[config.mk]
export PLATFORM = sky130hd
export DESIGN_NAME = ekf_stage_sched
export DESIGN_NICKNAME = d
export VERILOG_FILES = /design/src/rtl/ekf_sched_pkg.sv /design/src/rtl/ekf_req_fifo.sv /design/src/rtl/ekf_stage_sched.sv
export SDC_FILE = /design/constraint.sdc
export NUM_CORES = 1
export LEC_CHECK = 0
export ABC_AREA = 1
export CAP_MARGIN = 15
export CORE_MARGIN = 3
export CORE_UTILIZATION = 38
export DETAILED_ROUTE_END_ITERATION = 8
export PLACE_DENSITY = 0.65
export SLEW_MARGIN = 20
export SYNTH_ARGS = -nofsm -noshare
export SYNTH_HDL_FRONTEND = slang
export SYNTH_SLANG_ARGS = --single-unit
[constraint.sdc]
create_clock -name clk -period 3 [get_ports clk]
set_clock_uncertainty 0.1 [all_clocks]
set_input_delay 0.75 -clock clk [delete_from_list [all_inputs] [get_ports clk]]
set_output_delay 0.75 -clock clk [all_outputs]
set_load 0.1 [all_outputs]
[src/rtl/ekf_sched_pkg.sv]
// Shared types and constants for the EKF-SLAM stage scheduler:
// FSM state encoding, stage index names and sticky error bit positions.
package ekf_sched_pkg;

   typedef enum logic [1:0] {
      ST_IDLE,
      ST_FETCH,
      ST_ISSUE,
      ST_RUN
   } sched_state_t;

   localparam int STG_PREDICT = 0;
   localparam int STG_NEWLM   = 1;
   localparam int STG_UPDATE  = 2;

   localparam int ERR_TIMEOUT = 0;
   localparam int ERR_ONEHOT  = 1;

endpackage

[src/rtl/ekf_req_fifo.sv]
// Request queue for the stage scheduler: circular buffer with a registered
// occupancy count; full/empty are decoded from that count only.
module ekf_req_fifo #(
   parameter int DEPTH = 4,
   parameter int W     = 12
) (
   input  logic                     clk,
   input  logic                     rst_n,
   input  logic                     push,
   input  logic                     pop,
   input  logic [W-1:0]             wdata,
   output logic [W-1:0]             rdata,
   output logic                     full,
   output logic                     empty,
   output logic [$clog2(DEPTH):0]   level
);

   localparam int AW = $clog2(DEPTH);

   logic [W-1:0]  mem [DEPTH];
   logic [AW-1:0] wr_ptr;
   logic [AW-1:0] rd_ptr;
   logic          do_push;
   logic          do_pop;

   assign full    = (level == (AW+1)'(DEPTH));
   assign empty   = (level == '0);
   assign do_push = push && !full;
   assign do_pop  = pop && !empty;
   assign rdata   = mem[rd_ptr];

   always_ff @(posedge clk) begin
      if (do_push) mem[wr_ptr] <= wdata;
   end

   // Simultaneous push and pop leave the level untouched.
   always_ff @(posedge clk or negedge rst_n) begin
      if (!rst_n) begin
         wr_ptr <= '0;
         rd_ptr <= '0;
         level  <= '0;
      end else begin
         if (do_push) wr_ptr <= wr_ptr + AW'(1);
         if (do_pop)  rd_ptr <= rd_ptr + AW'(1);
         if (do_push && !do_pop)      level <= level + (AW+1)'(1);
         else if (do_pop && !do_push) level <= level - (AW+1)'(1);
      end
   end

endmodule

[src/rtl/ekf_stage_sched.sv]
// Stage scheduler between the PS request port and the EKF engines: queues
// one-hot requests, fetches operands from PLB BRAM, pulses init, waits for done.
module ekf_stage_sched
   import ekf_sched_pkg::*;
#(
   parameter int DW      = 32,
   parameter int PLB_AW  = 10,
   parameter int ROW_LEN = 10,
   parameter int N_STAGE = 3,
   parameter int Q_DEPTH = 4,
   parameter int OPND_N  = 2,
   parameter int TO_W    = 16
) (
   input  logic                     clk,
   input  logic                     sys_rst,
   input  logic [N_STAGE-1:0]       stage_val,
   output logic [N_STAGE-1:0]       stage_rdy,
   input  logic [ROW_LEN-1:0]       l_k,
   input  logic [PLB_AW-1:0]        opnd_base,
   output logic                     PLB_en,
   output logic                     PLB_we,
   output logic [PLB_AW-1:0]        PLB_addr,
   input  logic [DW-1:0]            PLB_din,
   output logic [N_STAGE-1:0]       init,
   output logic [OPND_N*DW-1:0]     opnd_data,
   output logic [ROW_LEN-1:0]       opnd_lk,
   input  logic [N_STAGE-1:0]       done,
   output logic                     busy,
   output logic [$clog2(Q_DEPTH):0] q_level,
   output logic [1:0]               err
);

   localparam int SW = (N_STAGE > 1) ? $clog2(N_STAGE) : 1;
   localparam int KW = $clog2(OPND_N + 1);
   localparam int EW = SW + ROW_LEN;
   localparam logic [TO_W-1:0] WD_LAST = {{(TO_W-1){1'b1}}, 1'b0};

   sched_state_t        state;
   sched_state_t        next_state;
   logic                fifo_full;
   logic                fifo_empty;
   logic                fifo_push;
   logic                pop;
   logic [EW-1:0]       fifo_rdata;
   logic                req_onehot;
   logic [SW-1:0]       req_idx;
   logic [SW-1:0]       cur_idx;
   logic [ROW_LEN-1:0]  cur_lk;
   logic [N_STAGE-1:0]  sel_mask;
   logic [KW-1:0]       k_cnt;
   logic [TO_W-1:0]     wd_cnt;
   logic [PLB_AW-1:0]   stage_off;
   logic                timeout;

   // The x & (x-1) trick clears the lowest set bit, so zero means one-hot.
   always_comb begin
      req_onehot = (stage_val != '0) &&
                   ((stage_val & (stage_val - N_STAGE'(1))) == '0);
      req_idx = '0;
      for (int i = 0; i < N_STAGE; i++) begin
         if (stage_val[i]) req_idx = SW'(i);
      end
   end

   assign fifo_push = req_onehot && !fifo_full;
   assign stage_rdy = {N_STAGE{~fifo_full}};
   assign busy      = (state != ST_IDLE) || !fifo_empty;
   assign PLB_we    = 1'b0;
   assign sel_mask  = N_STAGE'(1) << cur_idx;
   assign stage_off = PLB_AW'(cur_idx) * PLB_AW'(OPND_N);

   ekf_req_fifo #(
      .DEPTH (Q_DEPTH),
      .W     (EW)
   ) u_req_fifo (
      .clk   (clk),
      .rst_n (sys_rst),
      .push  (fifo_push),
      .pop   (pop),
      .wdata ({req_idx, l_k}),
      .rdata (fifo_rdata),
      .full  (fifo_full),
      .empty (fifo_empty),
      .level (q_level)
   );

   always_ff @(posedge clk or negedge sys_rst) begin
      if (!sys_rst) state <= ST_IDLE;
      else          state <= next_state;
   end

   // Done is checked before the watchdog so a completion on the terminal
   // count still counts as success.
   always_comb begin
      next_state = state;
      pop        = 1'b0;
      PLB_en     = 1'b0;
      PLB_addr   = '0;
      init       = '0;
      timeout    = 1'b0;
      case (state)
         ST_IDLE: begin
            if (!fifo_empty) begin
               pop        = 1'b1;
               next_state = ST_FETCH;
            end
         end
         ST_FETCH: begin
            if (k_cnt < KW'(OPND_N)) begin
               PLB_en   = 1'b1;
               PLB_addr = opnd_base + stage_off + PLB_AW'(k_cnt);
            end
            if (k_cnt == KW'(OPND_N)) next_state = ST_ISSUE;
         end
         ST_ISSUE: begin
            init       = sel_mask;
            next_state = ST_RUN;
         end
         ST_RUN: begin
            if ((done & sel_mask) != '0) begin
               next_state = ST_IDLE;
            end else if (wd_cnt == WD_LAST) begin
               timeout    = 1'b1;
               next_state = ST_IDLE;
            end
         end
         default: next_state = ST_IDLE;
      endcase
   end

   // BRAM data lags the address by one cycle, so fetch slot k lands in word k-1.
   always_ff @(posedge clk or negedge sys_rst) begin
      if (!sys_rst) begin
         cur_idx   <= '0;
         cur_lk    <= '0;
         k_cnt     <= '0;
         wd_cnt    <= '0;
         opnd_data <= '0;
         opnd_lk   <= '0;
         err       <= '0;
      end else begin
         if (stage_val != '0 && !req_onehot && !fifo_full) err[ERR_ONEHOT] <= 1'b1;
         if (timeout) err[ERR_TIMEOUT] <= 1'b1;
         if (pop) begin
            cur_idx <= fifo_rdata[EW-1:ROW_LEN];
            cur_lk  <= fifo_rdata[ROW_LEN-1:0];
         end
         if (state == ST_FETCH) begin
            k_cnt <= k_cnt + KW'(1);
            for (int w = 0; w < OPND_N; w++) begin
               if (k_cnt == KW'(w + 1)) opnd_data[w*DW +: DW] <= PLB_din;
            end
            if (next_state == ST_ISSUE) opnd_lk <= cur_lk;
         end else begin
            k_cnt <= '0;
         end
         if (state == ST_RUN && next_state == ST_RUN) wd_cnt <= wd_cnt + TO_W'(1);
         else                                          wd_cnt <= '0;
      end
   end

endmodule

Word level (Yosys, flattened, before mapping)
Memory sizes are Yosys's and may differ from the RTL's. A register that Yosys moved wholly into a read port is not among the register bits.
Index checks and enable logic that the tools add are counted.
- equality and inequality tests: 9
- bitwise logic cells: 3
- multiplexer cells: 23
- order comparisons: 1
- $add $sub $neg: 9
- reduce and logical (&&, ||, !) cells: 26
- shift-type cells: 1
- operators with widths (cell ; number):
    $mux 10 ; 2
    $add 16x1->16 const B ; 1
    $eq 16x16->1 const B ; 1
    $mux 16 ; 1
    $mux 2 ; 6
    $add 10x2->10 ; 1
    $add 10x3->10 ; 1
    $eq 2x2->1 const B ; 5
    $mux 1 ; 10
    $logic_and 1x1->1 ; 9
    $mux 3 ; 3
    $pmux 2 s4 ; 1
    $add 2x1->2 const B ; 3
    $and 3x3->3 ; 2
    $logic_not 1->1 ; 6
    $logic_not 3->1 ; 2
    $reduce_and 2->1 ; 3
    $reduce_bool 3->1 ; 2
    $sub 3x1->3 const B ; 2
    $eq 2x1->1 const B ; 2
    $reduce_bool 2->1 ; 2
    $add 3x1->3 const B ; 1
    $eq 3x3->1 const B ; 1
    $shl 1x2->3 const A ; 1
    4 further kinds ; 4
- memories: 1
- flip-flop bits (word level): 103
- bits in writable memories: 48
- memories (name ; depth ; bits a word ; rd ports ; clocked after Yosys merged registers in ; wr ports ; RTL line ; text):
    u_req_fifo.mem ; 4 ; 12 ; 1 ; 1 ; 1 ; ekf_req_fifo.sv:20 ; logic [W-1:0] mem [DEPTH];

Depth between registers and ports, before layout
- depth in word-level cells: 10
- mapped depth: 10
- gate-level depth less buffers: 10

Cells and area by module
From an unflattened synthesis, not the netlist that was laid out.
- cell total of the unflattened synthesis: 730
- area, all modules: 7229.4 µm²
- by module, submodules not included (module ; area an instance (µm²) ; instances ; sequential area each (µm²) ; cells each):
    ekf_stage_sched ; 4802.1 ; 1 ; 2702.6 ; 529
    ekf_req_fifo ; 2427.3 ; 1 ; 1616.6 ; 201

Worst setup path after synthesis
OpenSTA, ideal clock, no wires.
- path type: input-to-output
- start point: input opnd_base[1]
- end point: output PLB_addr[5]
- arrival: 3.601 ns
- cell stages on the path: 9
- data required time: 2.150 ns
- setup slack: -1.451 ns
- cells stage by stage: fa_1 -> ha_1 -> inv_1 -> fa_1 -> inv_1 -> nand2_1 -> a21boi_0 -> o21ai_0 -> nor2_1
- longest elaborated chain between the ends: 4
- ends and longest elaborated chain (element ; RTL line ; text):
    start, declared ; ekf_stage_sched.sv:19 ; input logic [PLB_AW-1:0] opnd_base,
    $add 10x3->10 ; ekf_stage_sched.sv:111 ; PLB_addr = opnd_base + stage_off + PLB_AW'(k_cnt);
    $add 10x2->10 ; ekf_stage_sched.sv:111 ;
    $mux 10 ; ekf_stage_sched.sv:109 ; if (k_cnt < KW'(OPND_N)) begin
    $mux 10 ; ekf_stage_sched.sv:101 ; case (state)
    end, declared ; ekf_stage_sched.sv:22 ; output logic [PLB_AW-1:0] PLB_addr,
Every way passes these cells.

Worst setup path after layout
- start point: input opnd_base[1]
- end point: output PLB_addr[9]
The elaborated chain is that of the path after synthesis.

==> flow_metrics.env <==
export IMPL_grt_max_degree=65
export IMPL_worstMarginPinSlew_ns=0.817
export IMPL_yosysSeqAreaShare_pct=60.8
export IMPL_area_growth_pct=36.4
export IMPL_path_clk_slew_ns=0.07
export IMPL_fmax_ghz=0.282
export IMPL_grt_ovfl_total=0
export IMPL_finalCritPeriodShare_pct=118
export IMPL_die_w_microns=143
export IMPL_multiInputGateArea_sq_um=2480
export IMPL_fin_ws_ns=-0.540
export IMPL_whs_ns=0.245
export IMPL_portBuffers=156
export IMPL_cts_buffers=17
export IMPL_antenna_cells=0
export IMPL_htree_levels=4
export IMPL_seqCellArea_sq_um=4320
export IMPL_core_area_sq_um=18100
export IMPL_finalWirelength_mm=16.0
export IMPL_slowest_stage="fa_2"
export IMPL_yosysUniqueCellTypes=34
export IMPL_via_per_inst=4.60
export IMPL_synthCells=724
export IMPL_path_cells="buf_6 -> fa_2 -> ha_4 -> inv_2 -> fa_2 -> inv_4 -> nand2_4 -> a21boi_4 -> nand3_2 -> nand2_2 -> nor2_4 -> buf_12"
export IMPL_num_vias=5230
export IMPL_crit_start="opnd_base[1]"
export IMPL_crit_reg2reg_launch="u_req_fifo.level[1]"
export IMPL_clock_sinks=163
export IMPL_slowest_delay_ns=0.58
export IMPL_drc_errors=0
export IMPL_final_antenna_net_count=0
export IMPL_rsz0062_at_grt="true"
export IMPL_drive_gt1_share_pct=24.6
export IMPL_path_delay_family="adder cells"
export IMPL_critPathArrivalTime_ns=2.69
export IMPL_relSlewSlack_pct=45.6
export IMPL_required_ns=2.15
export IMPL_place_gp_congestion=0.856
export IMPL_clockRootBuffer="clkbuf_16"
export IMPL_synthesis_area_per_instance_sq_um=9.81
export IMPL_slew_viol_final=0
export IMPL_grt_antenna_before_repair=0
export IMPL_crit_top_cell="fa_2"
export IMPL_cp_num_buf_inv=4
export IMPL_start_kind="input port"
export IMPL_worstSetupPathType="input port to output port"
export IMPL_ioPinCount=158
export IMPL_nNetsFinal=972
export IMPL_status="finished with violations"
export IMPL_finalSetupViolCount=8
export IMPL_violations="negative setup slack"
export IMPL_hp_class="input port to asynchronous set/reset pin"
export IMPL_rows=49
export IMPL_clock_path_buffers=2
export IMPL_wl_per_cell_microns=14.1
export IMPL_dieArea_sq_um=20400
export IMPL_insertion_delay_ns=0.42
export IMPL_critPathCaptureType="output port"
export IMPL_maxCapViolations=0
export IMPL_period_needed_ns=3.54
export IMPL_hold_viol_final=0
export IMPL_dp_hpwl_mm=11.4
export IMPL_initial_utilization_pct=39.1
export IMPL_dr_pass1_iters=4
export IMPL_syn_num_nets=801
export IMPL_fillers=1615
export IMPL_drtIter0Drc=274
export IMPL_grt_pass1_wl_mm=25.8
export IMPL_syn_area_sq_um=7100
export IMPL_cts_tree="yes"
export IMPL_die_h_microns=143
export IMPL_crit_fanout=3
export IMPL_yosys_register_bits=163
export IMPL_yosys_warnings=0
export IMPL_grt_pass1_vias=5048
export IMPL_grt_total_usage_pct=16.1
## metrics by stage
step                      util, %  setup TNS (ns)  setup slack (ns)  instance area (sq um)  instances
after floorplan                 -           -2.89            -0.599                   7230        724
after global placement       49.3           -5.62            -0.878                   8940       1100
after detailed placement     49.3           -5.84            -0.895                   8940       1100
after CTS                    53.2           -3.61            -0.568                   9660       1135
after global routing         53.4           -4.21            -0.619                   9690       1137
final                        53.4           -3.70            -0.540                   9690       1137
## synth_stat cells
library cell	n	area [sq um]
xor2_1	8	70.1
nand2_1	148	556
o21ai_1	42	210
xnor2_1	5	43.8
dfrtp_1	115	2880
nor2_2	1	6.26
buf_2	10	50.1
nor2_4	2	22.5
conb_1	1	3.75
o21ai_0	72	360
fa_1	3	60.1
inv_1	85	319
inv_2	3	11.3
nand2_4	2	22.5
o21ai_2	13	114
a21oi_1	9	45.0
edfxtp_1	48	1440
buf_4	3	22.5
nand4_1	4	25.0
and2_1	2	12.5
nand3_2	2	20.0
nor3_1	3	15.0
nand3_1	17	85.1
clkbuf_1	3	11.3
ha_1	14	175
a21o_1	1	7.51
buf_6	10	113
o21a_1	1	7.51
o21bai_1	1	7.51
nand3_4	1	17.5
nor2_1	90	338
clkbuf_2	3	15.0
a21boi_0	1	7.51
nor3_2	1	10.0
## worst reg2reg max path: stages (launching register included)
cell	delay, ns
dfrtp_2	0.38
inv_1	0.08
nand3_2	0.15
nand2_1	0.07
nor2_1	0.18
ha_1	0.17
inv_1	0.06
fa_1	0.37
a21oi_1	0.14
o21ai_0	0.11
xor2_1	0.15
## flip-flops by register name, indices dropped and copies added, names as in the netlist
signal             count
err                    2
u_req_fifo.rd_ptr      2
cur_idx                2
u_req_fifo.level       3
cur_lk                10
k_cnt                  2
u_req_fifo.mem        48
opnd_data             64
opnd_lk               10
wd_cnt                16
state                  2
u_req_fifo.wr_ptr      2
## placed cells by master, fill, tap and decap left out, drive strengths merged, types with 8 or more instances in the layout
master / instances
ha: 14
inv: 97
clkbuf: 17
a21oi: 9
nand3: 20
buf: 124
xor2: 8
nor2: 93
clkdlybuf4s50: 55
dfrtp: 115
edfxtp: 48
o21ai: 127
nand2: 150
## cells by family (layout without fill, tap and decap cells)
kind of cell / count (synthesis) / count (layout) / synth area share [%]
simple gates: 273 / 273 / 15.9
compound gates: 140 / 140 / 10.7
other cells: 1 / 1 / 0.0528
flops: 163 / 163 / 60.8
buf+inv: 117 / 301 / 7.63
fa+ha+maj: 17 / 17 / 3.31
xor+xnor: 13 / 13 / 1.60
## path summary, 6_finish.rpt
path                                       endpoint  slack (ns)  depth (start not counted)
min in group clk                             err[1]        0.38                          1
max in group asynchronous             opnd_data[61]        1.85                          2
worst max-delay path                    PLB_addr[9]       -0.54                         12
worst min-delay path                  opnd_data[36]        0.25                          1
worst min register to register               err[1]        0.38                          1
worst max register to register  u_req_fifo.level[2]        0.91                         10
## routing by layer
layer  vias to the layer above  global-route usage, %  part of all wire, %
li1                       2676                      -                    -
met1                      2412                   21.1                   46
met2                       125                   26.7                   48
met3                        17                   3.42                  5.0
met4                         0                   5.10                  1.5
met5                         -                      0                    0
## final cells by class
type                       count  area share (%)
sequential                   163            44.6
multi-input combinational    444            25.6
timing repair buffer         181            17.4
clock buffer                  17            4.39
inverter                      88            3.43
tap                          229            2.96
clock inverter                15            1.64
## timing repair
action	CTS	global route
hold buffers	0	0
setup endpoints to repair	9	8
resized for setup	29	4
setup buffers	5	2
pin swaps	18	12
gates cloned	0	0
Power is not shown: default switching activity piles up to over one toggle a cycle in this logic, so the estimate is an artifact.
